--- src/rtl/led_cmd_pkg.sv ---
// Shared constants, types and helpers for the LED command controller.
package led_cmd_pkg;

  // ASCII bytes recognised by the command parser
  localparam logic [7:0] AsciiO    = 8'h4F;
  localparam logic [7:0] AsciiF    = 8'h46;
  localparam logic [7:0] AsciiB    = 8'h42;
  localparam logic [7:0] AsciiP    = 8'h50;
  localparam logic [7:0] AsciiStar = 8'h2A;
  localparam logic [7:0] Ascii0    = 8'h30;
  localparam logic [7:0] AsciiCr   = 8'h0D;
  localparam logic [7:0] AsciiLf   = 8'h0A;
  localparam logic [7:0] AsciiSp   = 8'h20;

  // Per-channel drive mode
  typedef enum logic [1:0] {
    ModeOff   = 2'd0,
    ModeOn    = 2'd1,
    ModeBlink = 2'd2,
    ModePwm   = 2'd3
  } mode_e;

  // Parser FSM states, kept as plain constants for legacy tools
  typedef logic [1:0] state_t;
  localparam state_t StIdle   = 2'd0;
  localparam state_t StGetCh  = 2'd1;
  localparam state_t StGetLvl = 2'd2;

  // Mode selected by a single-argument opcode (O/F/B)
  function automatic mode_e opc_to_mode(input logic [7:0] opc);
    mode_e m;
    m = ModeOff;
    if (opc == AsciiO) m = ModeOn;
    else if (opc == AsciiB) m = ModeBlink;
    return m;
  endfunction

endpackage

--- src/rtl/led_cmd_ctrl_if.sv ---
// Byte-stream input and command status pulses between uart_rx side and the controller.
interface led_cmd_ctrl_if;
  logic [7:0] data;
  logic       data_valid;
  logic       cmd_done;
  logic       cmd_err;

  modport master (output data, output data_valid, input cmd_done, input cmd_err);
  modport slave  (input data, input data_valid, output cmd_done, output cmd_err);
endinterface

--- src/rtl/led_pwm_gen.sv ---
// Shared PWM and blink timebase plus per-channel mode/level to LED mux.
module led_pwm_gen
  import led_cmd_pkg::*;
#(
  parameter int unsigned NUM_LEDS   = 4,
  parameter int unsigned PWM_BITS   = 4,
  parameter int unsigned BLINK_HALF = 6000000
) (
  input  logic                               clk,
  input  logic                               rst,
  input  mode_e [NUM_LEDS-1:0]               mode_i,
  input  logic  [NUM_LEDS-1:0][PWM_BITS-1:0] level_i,
  output logic  [NUM_LEDS-1:0]               led_o
);

  localparam int unsigned BlinkW = (BLINK_HALF > 2) ? $clog2(BLINK_HALF) : 1;
  localparam logic [BlinkW-1:0] BlinkLast = BlinkW'(BLINK_HALF - 1);

  logic [PWM_BITS-1:0] pwm_cnt_q;
  logic [BlinkW-1:0]   blink_cnt_q;
  logic                blink_phase_q;
  logic [NUM_LEDS-1:0] led_d, led_q;

  // Per-channel LED value from the current mode and shared timebase
  always_comb begin
    led_d = '0;
    for (int i = 0; i < NUM_LEDS; i++) begin
      unique case (mode_i[i])
        ModeOff:   led_d[i] = 1'b0;
        ModeOn:    led_d[i] = 1'b1;
        ModeBlink: led_d[i] = blink_phase_q;
        ModePwm:   led_d[i] = (pwm_cnt_q < level_i[i]);
        default:   led_d[i] = 1'b0;
      endcase
    end
  end

  // Free-running PWM counter, blink half-period counter and registered LED drive
  always_ff @(posedge clk) begin
    if (rst) begin
      pwm_cnt_q     <= '0;
      blink_cnt_q   <= '0;
      blink_phase_q <= 1'b0;
      led_q         <= '0;
    end else begin
      pwm_cnt_q <= pwm_cnt_q + 1'b1;
      if (blink_cnt_q == BlinkLast) begin
        blink_cnt_q   <= '0;
        blink_phase_q <= ~blink_phase_q;
      end else begin
        blink_cnt_q <= blink_cnt_q + 1'b1;
      end
      led_q <= led_d;
    end
  end

  assign led_o = led_q;

endmodule

--- src/rtl/led_cmd_ctrl.sv ---
// Multi-channel LED controller driven by ASCII commands from a UART byte stream.
module led_cmd_ctrl
  import led_cmd_pkg::*;
#(
  parameter int unsigned NUM_LEDS       = 4,
  parameter int unsigned PWM_BITS       = 4,
  parameter int unsigned BLINK_HALF     = 6000000,
  parameter int unsigned TIMEOUT_CYCLES = 12000000
) (
  input  logic                clk,
  input  logic                rst,
  led_cmd_ctrl_if.slave       cmd_if,
  output logic [NUM_LEDS-1:0] led
);

  localparam int unsigned TmoW = (TIMEOUT_CYCLES > 2) ? $clog2(TIMEOUT_CYCLES) : 1;
  localparam logic [TmoW-1:0] TmoLast = TmoW'(TIMEOUT_CYCLES - 1);

  state_t                             state_q, state_d;
  logic [7:0]                         opc_q, opc_d;
  logic [NUM_LEDS-1:0]                mask_q, mask_d;
  mode_e [NUM_LEDS-1:0]               mode_q, mode_d;
  logic  [NUM_LEDS-1:0][PWM_BITS-1:0] level_q, level_d;
  logic [TmoW-1:0]                    tmo_q, tmo_d;
  logic                               done_q, done_d;
  logic                               err_q, err_d;

  logic                ch_valid;
  logic [NUM_LEDS-1:0] ch_mask;
  logic                is_opc;
  logic                is_ws;
  logic                tmo_hit;

  // Decode the current byte as a channel selector ('*' or a digit below NUM_LEDS)
  always_comb begin
    ch_mask = '0;
    for (int i = 0; i < NUM_LEDS; i++) begin
      ch_mask[i] = (cmd_if.data == AsciiStar) || (cmd_if.data == Ascii0 + 8'(i));
    end
    ch_valid = |ch_mask;
  end

  assign is_opc = (cmd_if.data == AsciiO) || (cmd_if.data == AsciiF) ||
                  (cmd_if.data == AsciiB) || (cmd_if.data == AsciiP);
  assign is_ws  = (cmd_if.data == AsciiCr) || (cmd_if.data == AsciiLf) ||
                  (cmd_if.data == AsciiSp);
  // An arriving byte always beats expiry in the same cycle
  assign tmo_hit = (state_q != StIdle) && (tmo_q == TmoLast) && !cmd_if.data_valid;

  // Parser next state, channel register updates, timeout and status pulses
  always_comb begin
    state_d = state_q;
    opc_d   = opc_q;
    mask_d  = mask_q;
    mode_d  = mode_q;
    level_d = level_q;
    done_d  = 1'b0;
    err_d   = 1'b0;
    tmo_d   = (state_q == StIdle) ? '0 : tmo_q + 1'b1;

    if (cmd_if.data_valid) begin
      tmo_d = '0;
      unique case (state_q)
        StIdle: begin
          if (is_opc) begin
            opc_d   = cmd_if.data;
            state_d = StGetCh;
          end else if (!is_ws) begin
            err_d = 1'b1;
          end
        end
        StGetCh: begin
          state_d = StIdle;
          if (!ch_valid) begin
            err_d = 1'b1;
          end else if (opc_q == AsciiP) begin
            mask_d  = ch_mask;
            state_d = StGetLvl;
          end else begin
            for (int i = 0; i < NUM_LEDS; i++) begin
              if (ch_mask[i]) mode_d[i] = opc_to_mode(opc_q);
            end
            done_d = 1'b1;
          end
        end
        StGetLvl: begin
          for (int i = 0; i < NUM_LEDS; i++) begin
            if (mask_q[i]) begin
              mode_d[i]  = ModePwm;
              level_d[i] = cmd_if.data[7 -: PWM_BITS];
            end
          end
          done_d  = 1'b1;
          state_d = StIdle;
        end
        default: state_d = StIdle;
      endcase
    end else if (tmo_hit) begin
      err_d   = 1'b1;
      state_d = StIdle;
      tmo_d   = '0;
    end
  end

  // Parser and channel configuration registers
  always_ff @(posedge clk) begin
    if (rst) begin
      state_q <= StIdle;
      opc_q   <= '0;
      mask_q  <= '0;
      level_q <= '0;
      tmo_q   <= '0;
      done_q  <= 1'b0;
      err_q   <= 1'b0;
      for (int i = 0; i < NUM_LEDS; i++) mode_q[i] <= ModeOff;
    end else begin
      state_q <= state_d;
      opc_q   <= opc_d;
      mask_q  <= mask_d;
      mode_q  <= mode_d;
      level_q <= level_d;
      tmo_q   <= tmo_d;
      done_q  <= done_d;
      err_q   <= err_d;
    end
  end

  assign cmd_if.cmd_done = done_q;
  assign cmd_if.cmd_err  = err_q;

  led_pwm_gen #(
    .NUM_LEDS  (NUM_LEDS),
    .PWM_BITS  (PWM_BITS),
    .BLINK_HALF(BLINK_HALF)
  ) u_pwm_gen (
    .clk    (clk),
    .rst    (rst),
    .mode_i (mode_q),
    .level_i(level_q),
    .led_o  (led)
  );

endmodule
--- src/flat_wrapper.sv ---
// flat-port wrapper written by rule: the top's interface ports become plain ports
module led_cmd_ctrl_flat import led_cmd_pkg::*;
#(
  parameter int unsigned NUM_LEDS       = 4,
  parameter int unsigned PWM_BITS       = 4,
  parameter int unsigned BLINK_HALF     = 6000000,
  parameter int unsigned TIMEOUT_CYCLES = 12000000
)
  (clk, rst, led, cmd_if_data, cmd_if_data_valid, cmd_if_cmd_done, cmd_if_cmd_err);
  led_cmd_ctrl_if cmd_if_i ();
  input  logic clk;
  input  logic rst;
  output logic [NUM_LEDS-1:0] led;
  input wire logic [$bits(cmd_if_i.data)-1:0] cmd_if_data;
  input wire logic [$bits(cmd_if_i.data_valid)-1:0] cmd_if_data_valid;
  output wire logic [$bits(cmd_if_i.cmd_done)-1:0] cmd_if_cmd_done;
  output wire logic [$bits(cmd_if_i.cmd_err)-1:0] cmd_if_cmd_err;
  assign cmd_if_i.data = cmd_if_data;
  assign cmd_if_i.data_valid = cmd_if_data_valid;
  assign cmd_if_cmd_done = cmd_if_i.cmd_done;
  assign cmd_if_cmd_err = cmd_if_i.cmd_err;
  led_cmd_ctrl #(.NUM_LEDS(NUM_LEDS), .PWM_BITS(PWM_BITS), .BLINK_HALF(BLINK_HALF), .TIMEOUT_CYCLES(TIMEOUT_CYCLES)) u_core (.clk(clk), .rst(rst), .cmd_if(cmd_if_i), .led(led));
endmodule
--- config.mk ---
export PLATFORM = sky130hd
export DESIGN_NAME = led_cmd_ctrl_flat
export DESIGN_NICKNAME = d
export VERILOG_FILES = /design/src/rtl/led_cmd_pkg.sv /design/src/rtl/led_cmd_ctrl_if.sv /design/src/rtl/led_pwm_gen.sv /design/src/rtl/led_cmd_ctrl.sv /design/src/flat_wrapper.sv
export SDC_FILE = /design/constraint.sdc
export NUM_CORES = 1
export LEC_CHECK = 0
export ABC_AREA = 0
export ABC_CLOCK_PERIOD_IN_PS = 2350
export CORE_MARGIN = 5
export CORE_UTILIZATION = 61
export DETAILED_ROUTE_END_ITERATION = 10
export PLACE_DENSITY = 0.8
export REMOVE_ABC_BUFFERS = 1
export SYNTH_ARGS = -nofsm -noshare
export SYNTH_HDL_FRONTEND = slang
export SYNTH_SLANG_ARGS = --single-unit
--- constraint.sdc ---
create_clock -name clk -period 2.35 [get_ports clk]
set_input_delay 0.3525 -clock clk [delete_from_list [all_inputs] [get_ports clk]]
set_output_delay 0.3525 -clock clk [all_outputs]
set_load 0.01 [all_outputs]
==> results.py <==
metrics = {
    "outcome": {
        "outcome": "finished clean",
    },
    "die": {
        "start_util": 0.6351,
        "dieArea_sq_mm": 0.009480,
        "die_h_um": 97.37,
        "ios": 17,
        "fp.coreArea_sq_mm": 0.007331,
        "chipWidth_um": 97.37,
        "fp-row-count": 31,
    },
    "yosys": {
        "synth-simple-area-share": 0.2639,
        "yosysSeqAreaShare": 0.4128,
        "synth_edf_count": 0,
        "ys_types": 60,
        "synth_fa_ha_area_frac": 0.04837,
        "synth_warnings": 0,
        "syn_area_sq_mm": 0.004656,
        "synth_compound_area_frac": 0.07955,
        "synth-xor-area-share": 0.08654,
        "async_flop_share": 0,
        "synthMuxAreaShare": 0.05805,
        "ys_seq_elements": 96,
        "synth_cells": 521,
        "ys.flop_type": "dfxtp_1",
        "synth_top_family_by_area": "simple AND/OR/NAND/NOR gates",
        "avgSynthCellArea_sq_um": 8.936,
    },
    "clocking": {
        "cts_tree": "built",
        "cts_buffers": 9,
        "root_buffer": "clkbuf_8",
        "cts.path.max_buffers": 2,
        "cts_resized": 0,
        "post_cts_buffers": 0,
        "clk_latency_ps": 370,
        "postCtsHoldBufs": 0,
        "path_clk_slew_ps": 90,
        "htree_levels": 3,
        "cts_sinks": 96,
    },
    "placement": {
        "dpl_cell_area_sq_mm": 0.004961,
        "port_buffers": 16,
        "place_congestion": 0.9155,
        "dp_cells": 637,
        "hpwl_um": 6604,
    },
    "route": {
        "avgViaCountPerCell": 5.550,
        "firstDrtPassIters": 4,
        "drc_errors": 0,
        "drtAntennaViolNets": 0,
        "vias": 3624,
        "wl_per_cell_um": 13.98,
        "drt-initial-drc-count": 165,
        "routed_wl_um": 9126,
    },
    "finish": {
        "final_area_sq_mm": 0.005190,
        "drive_above_1_share": 0.1029,
        "nets": 578,
        "stdcell_count": 653,
        "syn2layout_area_growth_pct": 11.48,
        "antennaDiodeCount": 0,
        "final_cell_mix": "nor2_1, dfxtp_1, nand3_1",
    },
    "sta": {
        "setup_viol": 0,
        "slew-limit-headroom": 0.6319,
        "finalCritPeriodShare": 0.8848,
        "final_hold_viol_count": 0,
        "clock_skew_ps": 12.76,
        "finalMaxSlewViolations": 0,
        "fmax_mhz": 480.9,
        "post-route-min-period_ps": 2079,
        "worst_pin_slew_ps": 547.7,
        "rsz0062_at_grt": "no",
    },
    "worst_setup_path": {
        "arrival_ps": 2320,
        "cp_cell_sequence": "ha_1 -> and4_1 -> nand3_1 -> nor4_1 -> or2_2 -> nor2_1",
        "cp-end-kind": "flop",
        "path_class": "reg2reg",
        "crit_required_ps": 2590,
        "worstPathMaxFanout": 22,
        "cp_slowest_cell": "or2_2",
        "crit_path_start_kind": "flop",
        "slowest_delay_ps": 450,
    },
    "global_routing": {
        "grt_max_degree": 29,
        "antenna_found_initial": 0,
        "globalRouteTotalUtil": 0.2030,
        "grt_pass1_wl_um": 16100,
        "first_global_vias": 3541,
        "grt-ovfl-total": 0,
    },
    "power": {
        "p_per_area_mw_per_mm2": 585.0,
        "power_mw": 3.036,
        "vdd_drop_max_mv": 0.5178,
        "leakagePower_nw": 1.908,
    },
    "worst_hold_path": {
        "hp-class": "in2reg",
    },
    "job": {
        "maxCapViolations": 0,
    },
}
kinds of logic (layout without fill, tap and decap cells):
| group | Yosys count | after routing |
|---|---|---|
| XOR/XNOR | 46 | 46 |
| flip-flops | 96 | 96 |
| buffers and inverters | 48 | 81 |
| AND/OR/NAND/NOR | 234 | 234 |
| adder cells (fa/ha/maj) | 18 | 18 |
| multiplexers | 26 | 26 |
| AO/OA/AOI/OAI | 53 | 53 |
through the flow:
step	hold slack, ps	setup slack (ps)	TNS [ps]	utilization
after CTS	407.9	263.2	0	0.7080
after global placement	441.1	-0.09859	-0.1945	0.6767
after detailed placement	454.8	-12.45	-45.19	0.6767
after floorplan	419.2	546.3	0	-
final	418.1	270.7	0	0.7080
after global routing	438.3	44.79	0	0.7080
critical path, delay by kind of cell, from the launching register on:
family,cells,cell delay (ps)
fa+ha+maj,1,240
flops,1,380
simple gates,5,1330
registers in the layout (all words and copies together), names as in the netlist:
signal / flops
u_core.cmd_if.cmd_done: 1
u_core.cmd_if.cmd_err: 1
u_core.level_q: 16
u_core.mask_q: 4
u_core.mode_q: 8
u_core.opc_q: 8
u_core.state_q: 2
u_core.tmo_q: 24
u_core.u_pwm_gen.blink_cnt_q: 23
u_core.u_pwm_gen.blink_phase_q: 1
u_core.u_pwm_gen.led_o: 4
u_core.u_pwm_gen.pwm_cnt_q: 4
final timing paths:
kind | startpoint | endpoint | slack, ps | cells past startpoint
setup / recovery | u_core.u_pwm_gen.blink_cnt_q[0] | u_core.u_pwm_gen.blink_cnt_q[4] | 270 | 6
hold / removal | rst | u_core.u_pwm_gen.pwm_cnt_q[0] | 420 | 2
setup reg to reg | u_core.u_pwm_gen.blink_cnt_q[0] | u_core.u_pwm_gen.blink_cnt_q[4] | 270 | 6
hold reg to reg | u_core.tmo_q[0] | u_core.tmo_q[0] | 470 | 1
report_power, final:
group          total, mW  switching, mW  internal (mW)
Sequential          1.65         0.0133           1.64
Combinational      0.176         0.0903         0.0854
Clock               1.21          0.578          0.634
synthesized netlist by cell type, types with 4 or more instances:
library cell  count  area (sq um)
nor2b_1          11         68.82
mux2_1            4         45.04
ha_1             18         225.2
xnor2_1          27         236.5
nor2_1           96         360.4
dfxtp_1          96          1922
nand4_1           7         43.79
and4_1            5         43.79
a311oi_1          4         35.03
a21oi_1          13         65.06
and3_1           11         68.82
nand2b_1          9         56.30
nand3_1          33         165.2
nor4_1            4         25.02
clkbuf_1          7         26.28
buf_2             5         25.02
nor3_1           14         70.07
a21o_1           13         97.59
nand2_1          16         60.06
nor3_2            5         50.05
mux2_2            4         45.04
xor2_1           19         166.4
inv_1            27         101.4
mux2i_1          18         180.2
final cells by class:
class                           instances  area [sq um]
Inverter                               28         105.1
Sequential cell                        96          1922
Multi-Input combinational cell        377          2497
Tap cell                               99         123.9
Clock buffer                           10         137.6
Fill cell                             560          2141
Timing Repair Buffer                   37         312.8
Clock inverter                          6         91.34
metal layers:
layer | GRT usage | vias to the layer above | routed length, um
li1 | - | 1835 | -
met1 | 0.2488 | 1704 | 4233
met2 | 0.3453 | 72 | 4372
met3 | 0.05240 | 13 | 376
met4 | 0.06922 | 0 | 144
met5 | 0 | - | 0
No activity file was read; power rests on OpenSTA's default activity.
